### src/rtl/miriscv_lsu_pkg.sv
// Shared LSU-side types: memory arbiter FSM states and requester source IDs.
package miriscv_lsu_pkg;

    typedef enum logic [1:0] {
        ARB_IDLE,
        ARB_HOLD_I,
        ARB_HOLD_D
    } arb_state_e;

    localparam logic ARB_SRC_INSTR = 1'b0;
    localparam logic ARB_SRC_DATA  = 1'b1;

endpackage

### src/rtl/miriscv_arb_id_fifo.sv
// In-order FIFO of source IDs for accepted-but-unanswered bus transactions.
module miriscv_arb_id_fifo #(
    parameter int unsigned Depth = 2,
    parameter int unsigned Width = 1
) (
    input  logic             clk_i,
    input  logic             rst_i,
    input  logic             push_i,
    input  logic [Width-1:0] wdata_i,
    input  logic             pop_i,
    output logic             full_o,
    output logic             empty_o,
    output logic [Width-1:0] head_o
);

    localparam int unsigned PtrW = (Depth > 1) ? $clog2(Depth) : 1;
    localparam int unsigned CntW = $clog2(Depth + 1);
    localparam logic [PtrW-1:0] LastPtr = PtrW'(Depth - 1);
    localparam logic [CntW-1:0] FullCnt = CntW'(Depth);

    logic [Width-1:0] mem_q [Depth];
    logic [PtrW-1:0]  wptr_q, wptr_d;
    logic [PtrW-1:0]  rptr_q, rptr_d;
    logic [CntW-1:0]  cnt_q, cnt_d;
    logic             do_push, do_pop;

    assign full_o  = (cnt_q == FullCnt);
    assign empty_o = (cnt_q == '0);
    assign head_o  = mem_q[rptr_q];

    assign do_push = push_i & ~full_o;
    assign do_pop  = pop_i & ~empty_o;

    always_comb begin
        wptr_d = wptr_q;
        rptr_d = rptr_q;
        cnt_d  = cnt_q;
        if (do_push) begin
            wptr_d = (wptr_q == LastPtr) ? '0 : wptr_q + 1'b1;
        end
        if (do_pop) begin
            rptr_d = (rptr_q == LastPtr) ? '0 : rptr_q + 1'b1;
        end
        if (do_push && !do_pop) begin
            cnt_d = cnt_q + 1'b1;
        end else if (do_pop && !do_push) begin
            cnt_d = cnt_q - 1'b1;
        end
    end

    always_ff @(posedge clk_i) begin
        if (rst_i) begin
            wptr_q <= '0;
            rptr_q <= '0;
            cnt_q  <= '0;
        end else begin
            wptr_q <= wptr_d;
            rptr_q <= rptr_d;
            cnt_q  <= cnt_d;
        end
    end

    // Storage needs no reset: the count gates every read.
    always_ff @(posedge clk_i) begin
        if (do_push) begin
            mem_q[wptr_q] <= wdata_i;
        end
    end

endmodule

### src/rtl/miriscv_mem_arbiter.sv
// Shares one memory bus port between fetch and LSU: fixed data priority, request lock until
// grant, in-order response routing via an outstanding-ID FIFO.
module miriscv_mem_arbiter
    import miriscv_lsu_pkg::*;
#(
    parameter int unsigned XLEN            = 32,
    parameter int unsigned MAX_OUTSTANDING = 2
) (
    input  logic              clk_i,
    input  logic              rst_i,

    input  logic              instr_req_i,
    input  logic [XLEN-1:0]   instr_addr_i,
    output logic              instr_gnt_o,
    output logic              instr_rvalid_o,
    output logic [XLEN-1:0]   instr_rdata_o,

    input  logic              data_req_i,
    input  logic              data_we_i,
    input  logic [XLEN/8-1:0] data_be_i,
    input  logic [XLEN-1:0]   data_addr_i,
    input  logic [XLEN-1:0]   data_wdata_i,
    output logic              data_gnt_o,
    output logic              data_rvalid_o,
    output logic [XLEN-1:0]   data_rdata_o,

    output logic              mem_req_o,
    output logic              mem_we_o,
    output logic [XLEN/8-1:0] mem_be_o,
    output logic [XLEN-1:0]   mem_addr_o,
    output logic [XLEN-1:0]   mem_wdata_o,
    input  logic              mem_gnt_i,
    input  logic              mem_rvalid_i,
    input  logic [XLEN-1:0]   mem_rdata_i,

    output logic              protocol_err_o
);

    arb_state_e state_q, state_d;
    logic       err_q;
    logic       req_pending, sel_data, bus_gnt;
    logic       fifo_full, fifo_empty, fifo_head, fifo_pop;

    // A held state pins the source regardless of what the other requester does.
    always_comb begin
        unique case (state_q)
            ARB_HOLD_I: begin
                req_pending = 1'b1;
                sel_data    = ARB_SRC_INSTR;
            end
            ARB_HOLD_D: begin
                req_pending = 1'b1;
                sel_data    = ARB_SRC_DATA;
            end
            default: begin
                req_pending = data_req_i | instr_req_i;
                sel_data    = data_req_i ? ARB_SRC_DATA : ARB_SRC_INSTR;
            end
        endcase
    end

    assign mem_req_o = req_pending & ~fifo_full & ~rst_i;
    assign bus_gnt   = mem_req_o & mem_gnt_i;
    assign fifo_pop  = mem_rvalid_i & ~fifo_empty;

    always_comb begin
        state_d = state_q;
        if (mem_req_o) begin
            if (mem_gnt_i) begin
                state_d = ARB_IDLE;
            end else begin
                state_d = (sel_data == ARB_SRC_DATA) ? ARB_HOLD_D : ARB_HOLD_I;
            end
        end
    end

    always_ff @(posedge clk_i) begin
        if (rst_i) begin
            state_q <= ARB_IDLE;
            err_q   <= 1'b0;
        end else begin
            state_q <= state_d;
            err_q   <= err_q | (mem_rvalid_i & fifo_empty);
        end
    end

    // Fetch always reads a full word, so it drives all byte enables.
    always_comb begin
        mem_we_o    = 1'b0;
        mem_be_o    = '0;
        mem_addr_o  = '0;
        mem_wdata_o = '0;
        if (mem_req_o) begin
            if (sel_data == ARB_SRC_DATA) begin
                mem_we_o    = data_we_i;
                mem_be_o    = data_be_i;
                mem_addr_o  = data_addr_i;
                mem_wdata_o = data_wdata_i;
            end else begin
                mem_be_o   = '1;
                mem_addr_o = instr_addr_i;
            end
        end
    end

    assign instr_gnt_o    = bus_gnt & (sel_data == ARB_SRC_INSTR);
    assign data_gnt_o     = bus_gnt & (sel_data == ARB_SRC_DATA);
    assign instr_rvalid_o = ~rst_i & fifo_pop & (fifo_head == ARB_SRC_INSTR);
    assign data_rvalid_o  = ~rst_i & fifo_pop & (fifo_head == ARB_SRC_DATA);
    assign instr_rdata_o  = rst_i ? '0 : mem_rdata_i;
    assign data_rdata_o   = rst_i ? '0 : mem_rdata_i;
    assign protocol_err_o = err_q & ~rst_i;

    miriscv_arb_id_fifo #(
        .Depth (MAX_OUTSTANDING),
        .Width (1)
    ) u_id_fifo (
        .clk_i   (clk_i),
        .rst_i   (rst_i),
        .push_i  (bus_gnt),
        .wdata_i (sel_data),
        .pop_i   (fifo_pop),
        .full_o  (fifo_full),
        .empty_o (fifo_empty),
        .head_o  (fifo_head)
    );

endmodule

### config.mk
export PLATFORM = sky130hd
export DESIGN_NAME = miriscv_mem_arbiter
export DESIGN_NICKNAME = d
export VERILOG_FILES = /design/src/rtl/miriscv_lsu_pkg.sv /design/src/rtl/miriscv_arb_id_fifo.sv /design/src/rtl/miriscv_mem_arbiter.sv
export SDC_FILE = /design/constraint.sdc
export NUM_CORES = 1
export LEC_CHECK = 0
export BUFFER_PORTS_ARGS = -buffer_cell sky130_fd_sc_hd__clkbuf_2
export CAP_MARGIN = 20
export CELL_PAD_IN_SITES_DETAIL_PLACEMENT = 0
export CELL_PAD_IN_SITES_GLOBAL_PLACEMENT = 1
export CORE_MARGIN = 2
export CORE_UTILIZATION = 15
export CTS_CLUSTER_DIAMETER = 150
export DETAILED_ROUTE_END_ITERATION = 10
export PLACE_DENSITY = 0.83
export SYNTH_ARGS = -nofsm -noshare
export SYNTH_HDL_FRONTEND = slang
export SYNTH_SLANG_ARGS = --single-unit
### constraint.sdc
create_clock -name clk_i -period 2.4 [get_ports clk_i]
set_clock_uncertainty 0.2 [all_clocks]
set_input_delay 0.24 -clock clk_i [delete_from_list [all_inputs] [get_ports clk_i]]
set_output_delay 0.24 -clock clk_i [all_outputs]
set_load 0.03 [all_outputs]
# After elaboration in Yosys (flattened, before gate mapping)

Memory sizes are Yosys's and may differ from the RTL's. A register that Yosys moved wholly into a read port is not among the register bits.
Cells that the tools add are included.

Memories kept: 1
Output and inout bits: 139
RAM bits: 2
Input port bits: 139
Register bits: 7

Multiplexer cells: 22
Add/subtract/negate cells: 4
Eq/ne operators: 3
Bitwise operators: 20
Reduce and logical (&&, ||, !) cells: 7

Memories:

| name            | words | width | read ports | clocked after memory_dff | write ports | line                      | RTL |
|---|---|---|---|---|---|---|---|
| u_id_fifo.mem_q | 2     | 1     | 1          | 1                        | 1           | miriscv_arb_id_fifo.sv:21 | `logic [Width-1:0] mem_q [Depth];` |

Operator list:

| cell                                              | number |
|---|---|
| 2-to-1 mux 32 bit                                 | 5 |
| AND 1 bit                                         | 13 |
| 2-to-1 mux 1 bit                                  | 10 |
| 2-to-1 mux 2 bit                                  | 4 |
| 2-to-1 mux 4 bit                                  | 2 |
| inverter 1 bit                                    | 5 |
| == test 2 bit (second input constant)             | 2 |
| adder 1 bit (second input constant)               | 2 |
| adder 2 x 1 -> 2 bit (second input constant)      | 1 |
| == test 2 x 1 -> 1 bit (second input constant)    | 1 |
| logical AND 1 bit                                 | 2 |
| zero test 1 bit                                   | 2 |
| zero test 2 bit                                   | 1 |
| OR 1 bit                                          | 2 |
| one-hot mux 1 bit (2 select lines)                | 1 |
| nonzero test 2 bit                                | 1 |
| OR reduction 2 bit                                | 1 |
| subtractor 2 x 1 -> 2 bit (second input constant) | 1 |

# Longest topological paths before layout

Depth after elaboration: 11
Gate-level depth with buffers: 11

# Hierarchy

A second synthesis with hierarchy kept.

Cells, all modules: 274
Area, all modules: 1724.2 sq um

Modules (own cells, without submodules):

| module              | area an instance (sq um) | cells each | instances | seq. area each (sq um) |
|---|---|---|---|---|
| miriscv_mem_arbiter | 1435.1                   | 246        | 1         | 60.1 |
| miriscv_arb_id_fifo | 289.0                    | 28         | 1         | 160.2 |

# Least setup slack after synthesis

Ideal clock, no wire load.

Path kind: register to register
From: reg state_q[0]
To: reg u_id_fifo.cnt_q[1]
Arrival time: 2287 ps
Setup slack: -157 ps
Cell stages (with the launch flop): 11
Setup time: 71 ps
Clock period less this slack: 2557 ps
Cells stage by stage: dfxtp_1 > inv_1 > ha_1 > nor3b_2 > or3_1 > buf_6 > buf_6 > nor2_1 > ha_1 > or3_1 > a21oi_1

Cells in the longest elaborated chain, start to end: 10
Elaborated cells on any way between the ends: 13
Classes of those cells: eq/ne: 2; mux: 2; bitwise: 4; reduce/logical: 5

Ends and longest elaborated chain:

| what                                                           | line                      | RTL |
|---|---|---|
| from (decl)                                                    | miriscv_mem_arbiter.sv:39 | `arb_state_e state_q, state_d;` |
| from (signal assigned)                                         | miriscv_mem_arbiter.sv:82 | `state_q <= state_d;` |
| == test 2 bit / == test 2 x 1 -> 1 bit (equally long branches) | miriscv_mem_arbiter.sv:46 | `unique case (state_q)` |
| OR reduction 2 bit (no source line) (*)                        | --                        |  |
| 2-to-1 mux 1 bit (*)                                           | miriscv_mem_arbiter.sv:46 |  |
| AND 1 bit (*) (2 in series)                                    | miriscv_mem_arbiter.sv:62 | `assign mem_req_o = req_pending & ~fifo_full & ~rst_i;` |
| AND 1 bit (*)                                                  | miriscv_mem_arbiter.sv:63 | `assign bus_gnt = mem_req_o & mem_gnt_i;` |
| AND 1 bit (*)                                                  | miriscv_arb_id_fifo.sv:31 | `assign do_push = push_i & ~full_o;` |
| named net u_id_fifo.do_push                                    | miriscv_arb_id_fifo.sv:25 | `logic do_push, do_pop;` |
| zero test 1 bit                                                | miriscv_arb_id_fifo.sv:46 | `end else if (do_pop && !do_push) begin` |
| logical AND 1 bit                                              | miriscv_arb_id_fifo.sv:46 |  |
| nonzero test 2 bit (no source line)                            | --                        |  |
| to (signal assigned)                                           | miriscv_arb_id_fifo.sv:59 | `cnt_q <= cnt_d;` |
| to (decl)                                                      | miriscv_arb_id_fifo.sv:24 | `logic [CntW-1:0] cnt_q, cnt_d;` |

The timed path passes the listed nets; every way through them passes the cells marked *.
A chain may end at the register's enable or synchronous reset.

# Worst setup path in the final report

From: reg state_q[0]
To: out mem_wdata_o[20]

Cells in the longest elaborated chain, start to end: 6
Elaborated cells on any way between the ends: 9
Classes of those cells: eq/ne: 2; mux: 4; bitwise: 2; reduce/logical: 1

Ends and longest elaborated chain:

| what                                                           | line                      | RTL |
|---|---|---|
| == test 2 bit / == test 2 x 1 -> 1 bit (equally long branches) | miriscv_mem_arbiter.sv:46 |  |
| OR reduction 2 bit (no source line)                            | --                        |  |
| 2-to-1 mux 1 bit                                               | miriscv_mem_arbiter.sv:46 |  |
| AND 1 bit (2 in series)                                        | miriscv_mem_arbiter.sv:62 |  |
| 2-to-1 mux 32 bit (*)                                          | miriscv_mem_arbiter.sv:93 | `if (mem_req_o) begin` |
| to (decl)                                                      | miriscv_mem_arbiter.sv:31 | `output logic [XLEN-1:0] mem_wdata_o,` |

Every way passes the cells marked *; elsewhere a longest branch is shown, timed or not.

==> results.sh <==
export IMPL_status="finished with violations"
export IMPL_violations="setup timing"
export IMPL_synth_edf_count=2
export IMPL_ys_types=30
export IMPL_diodes=0
export IMPL_worst_path_most_repeated_cell="buf_6"
export IMPL_drc=0
export IMPL_drv_slew=0
export IMPL_fp_dieH_um=114
export IMPL_fmax_mhz=407
export IMPL_rsz0062_at_grt="true"
export IMPL_yosysTopAreaCellShare=0.137
export IMPL_worst_path_buf_inv=6
export IMPL_cp_startpoint="state_q[0]"
export IMPL_final_nets=667
export IMPL_cts_buffer_depth=2
export IMPL_dpl_hpwl_mm=6.50
export IMPL_end_kind="primary output"
export IMPL_syn_area_um2=1810
export IMPL_cp_data_required_time_ns=1.96
export IMPL_wl_per_cell_um=13.3
export IMPL_placed_cells=654
export IMPL_relSlewSlack=0.656
export IMPL_port_buffers=277
export IMPL_grt_start_max_net_pins=39
export IMPL_synthToLayoutAreaGrowth_pct=128
export IMPL_crit_path_max_incr_delay_ns=0.33
export IMPL_vias_per_cell=3.86
export IMPL_hold_ws_ns=0.0482
export IMPL_slowest_stage="dfxtp_2"
export IMPL_crit_chain="inv_2 > ha_4 > buf_6 > mux2i_4 > buf_6 > nor4_4 > buf_6 > clkbuf_16 > and2_1 > clkbuf_8"
export IMPL_grt_pass1_wl_mm=11.3
export IMPL_setup_viol=31
export IMPL_cts_tree="done"
export IMPL_r2r_slack_ns=0.04
export IMPL_cts_hold_buf=0
export IMPL_drv_cap=0
export IMPL_crit_family="buffers and inverters"
export IMPL_worst_r2r_cell_count=8
export IMPL_async_reset_ff_frac=0
export IMPL_hp_start="mem_gnt_i"
export IMPL_synthTopCellsByCount="nand2_1 (64), and2_1 (33), buf_4 (33), nor2b_1 (33), a21oi_2 (27)"
export IMPL_globalplace_congestion=0.890
export IMPL_hold_class="primary input to flop"
export IMPL_finalHoldViolations=0
export IMPL_worst_slack_ns=-0.0591
export IMPL_yosysTopAreaCell="buf_4"
export IMPL_antenna_found_initial=0
export IMPL_crit_path_max_fanout=8
export IMPL_timing_rr_start="state_q[0]"
export IMPL_fin_util=0.346
export IMPL_clockRootBuffer="clkbuf_16"
export IMPL_synth_warnings=0
export IMPL_coreArea_um2=11900
export IMPL_synthCells=270
export IMPL_die_w_um=114
export IMPL_synth_main_ff_cell="dfxtp_1"
export IMPL_via_count=2592
export IMPL_synth_top_cells_by_area="buf_4 (14%), nand2_1 (13%), a21oi_2 (13%)"
export IMPL_synth_fp_nets=411
export IMPL_power_mw=2.63
export IMPL_wl_mm=8.91
export IMPL_rr_endpoint="u_id_fifo.cnt_q[1]"
export IMPL_cp_depth=10
export IMPL_drive_gt1_frac=0.726
export IMPL_power_leakage_nw=2.18
export IMPL_worstPathArrival_ns=2.02
export IMPL_fillers=1233
export IMPL_row_count=40
export IMPL_grt_usage=0.107
export IMPL_min_period_ns=2.46
export IMPL_grt_ovfl_total=0
export IMPL_io_pins=278
export IMPL_worstMarginPinSlew_ns=0.511
export IMPL_cts_buffers=3
export IMPL_crit_path_end="mem_wdata_o[20]"
export IMPL_cts_clk_slew_worst_paths_ns=0.04
export IMPL_powerDensity_nw_per_um2=638
export IMPL_synth_most_common_cell="nand2_1"
export IMPL_dieArea_um2=12900
export IMPL_period_share=1.02
export IMPL_syn_avg_cell_area_um2=6.70
export IMPL_drt_iter0_drc=56
export IMPL_ant_nets=0
export IMPL_fin_cells=672
export IMPL_clock_sinks=10
export IMPL_cts_max_level=1
export IMPL_synth_seq_area_share=0.122
export IMPL_crit_type="flop to primary output"
export IMPL_grt_pass1_vias=2377
export IMPL_clock_latency_ns=0.23
export IMPL_worstSetupStartpointType="flop"
export IMPL_peakVddDrop_uv=242
export IMPL_firstDrtPassIters=6
export IMPL_start_util=0.152
export IMPL_synth_seq_cells=10
[worst min-delay path by stage]
stage | to | slack (ns) | cells after the start
floorplan | state_q[0] | 0.14 | 1
detailed placement | err_q | 0.28 | 2
finish | state_q[0] | 0.05 | 2
CTS | state_q[0] | 0.05 | 2
global route | state_q[0] | 0.05 | 2
global placement | err_q | 0.27 | 2
[logic make-up after synthesis]
kind of cell,after synthesis,synth area share
adders and majority gates,2,0.0138
AOI/OAI and AO/OA,42,0.181
DFF,10,0.122
xor gates and xnor gates,3,0.0145
muxes,2,0.0131
buffers and inverters,56,0.208
and+or+nand+nor,155,0.448
[power breakdown]
group          switching, mW  leakage (nW)  internal (mW)  total [mW]
combinational           1.14          2.05          0.914        2.05
clock                 0.0714        0.0442          0.250       0.321
sequential            0.0372        0.0851          0.220       0.257
[registers in the layout, indices dropped and copies added, names as in the netlist, named ones only]
signal,count
u_id_fifo.wptr_q,1
u_id_fifo.cnt_q,2
u_id_fifo.rptr_q,1
u_id_fifo.mem_q,2
err_q,1
state_q,2
[layout by cell type, fill, tap and decap left out, drive strengths merged]
master and instances:
dfxtp 8, inv 5, o211ai 2, nand2 64
o21ai 2, nor4 1, o31ai 3, nor3 4
nor2b 34, or3 2, nor2 14, a21oi 34
ha 2, buf 71, xor2 3, nor3b 2
o311ai 1, edfxtp 2, and3 1, mux2i 2
and2 33, clkbuf 235
[layer usage]
metal,vias up,track usage,share of wire
met2,135,0.200,0.51
met3,14,0.0165,0.066
li1,1335,-,-
met5,-,0,0
met4,0,0.0138,0.019
met1,1108,0.132,0.40
[timing repair]
action,in CTS,in global routing
cloned,1,8
pin swaps,1,20
setup buffers,0,5
setup endpoints to repair,72,72
gates resized for setup,114,104
[through the flow]
step                      worst slack (ns)  instance area, um^2  TNS [ns]
after floorplan                    -0.0245                 1830   -0.0245
after global placement              0.0283                 3180         0
after detailed placement           0.00734                 3180         0
after CTS                          -0.0474                 3740    -0.223
after global routing                -0.130                 4130     -4.34
final                              -0.0591                 4130    -0.499
[layout make-up]
class	instances	area [um^2]	share of cell area
timing repair buffer	302	2270	0.549
multi-input combinational	204	1340	0.325
tap	147	184	0.0446
clock buffer	4	88.8	0.0215
inverter	5	23.8	0.00576
sequential	10	223	0.0540
No activity file was read; power rests on OpenSTA's default activity.
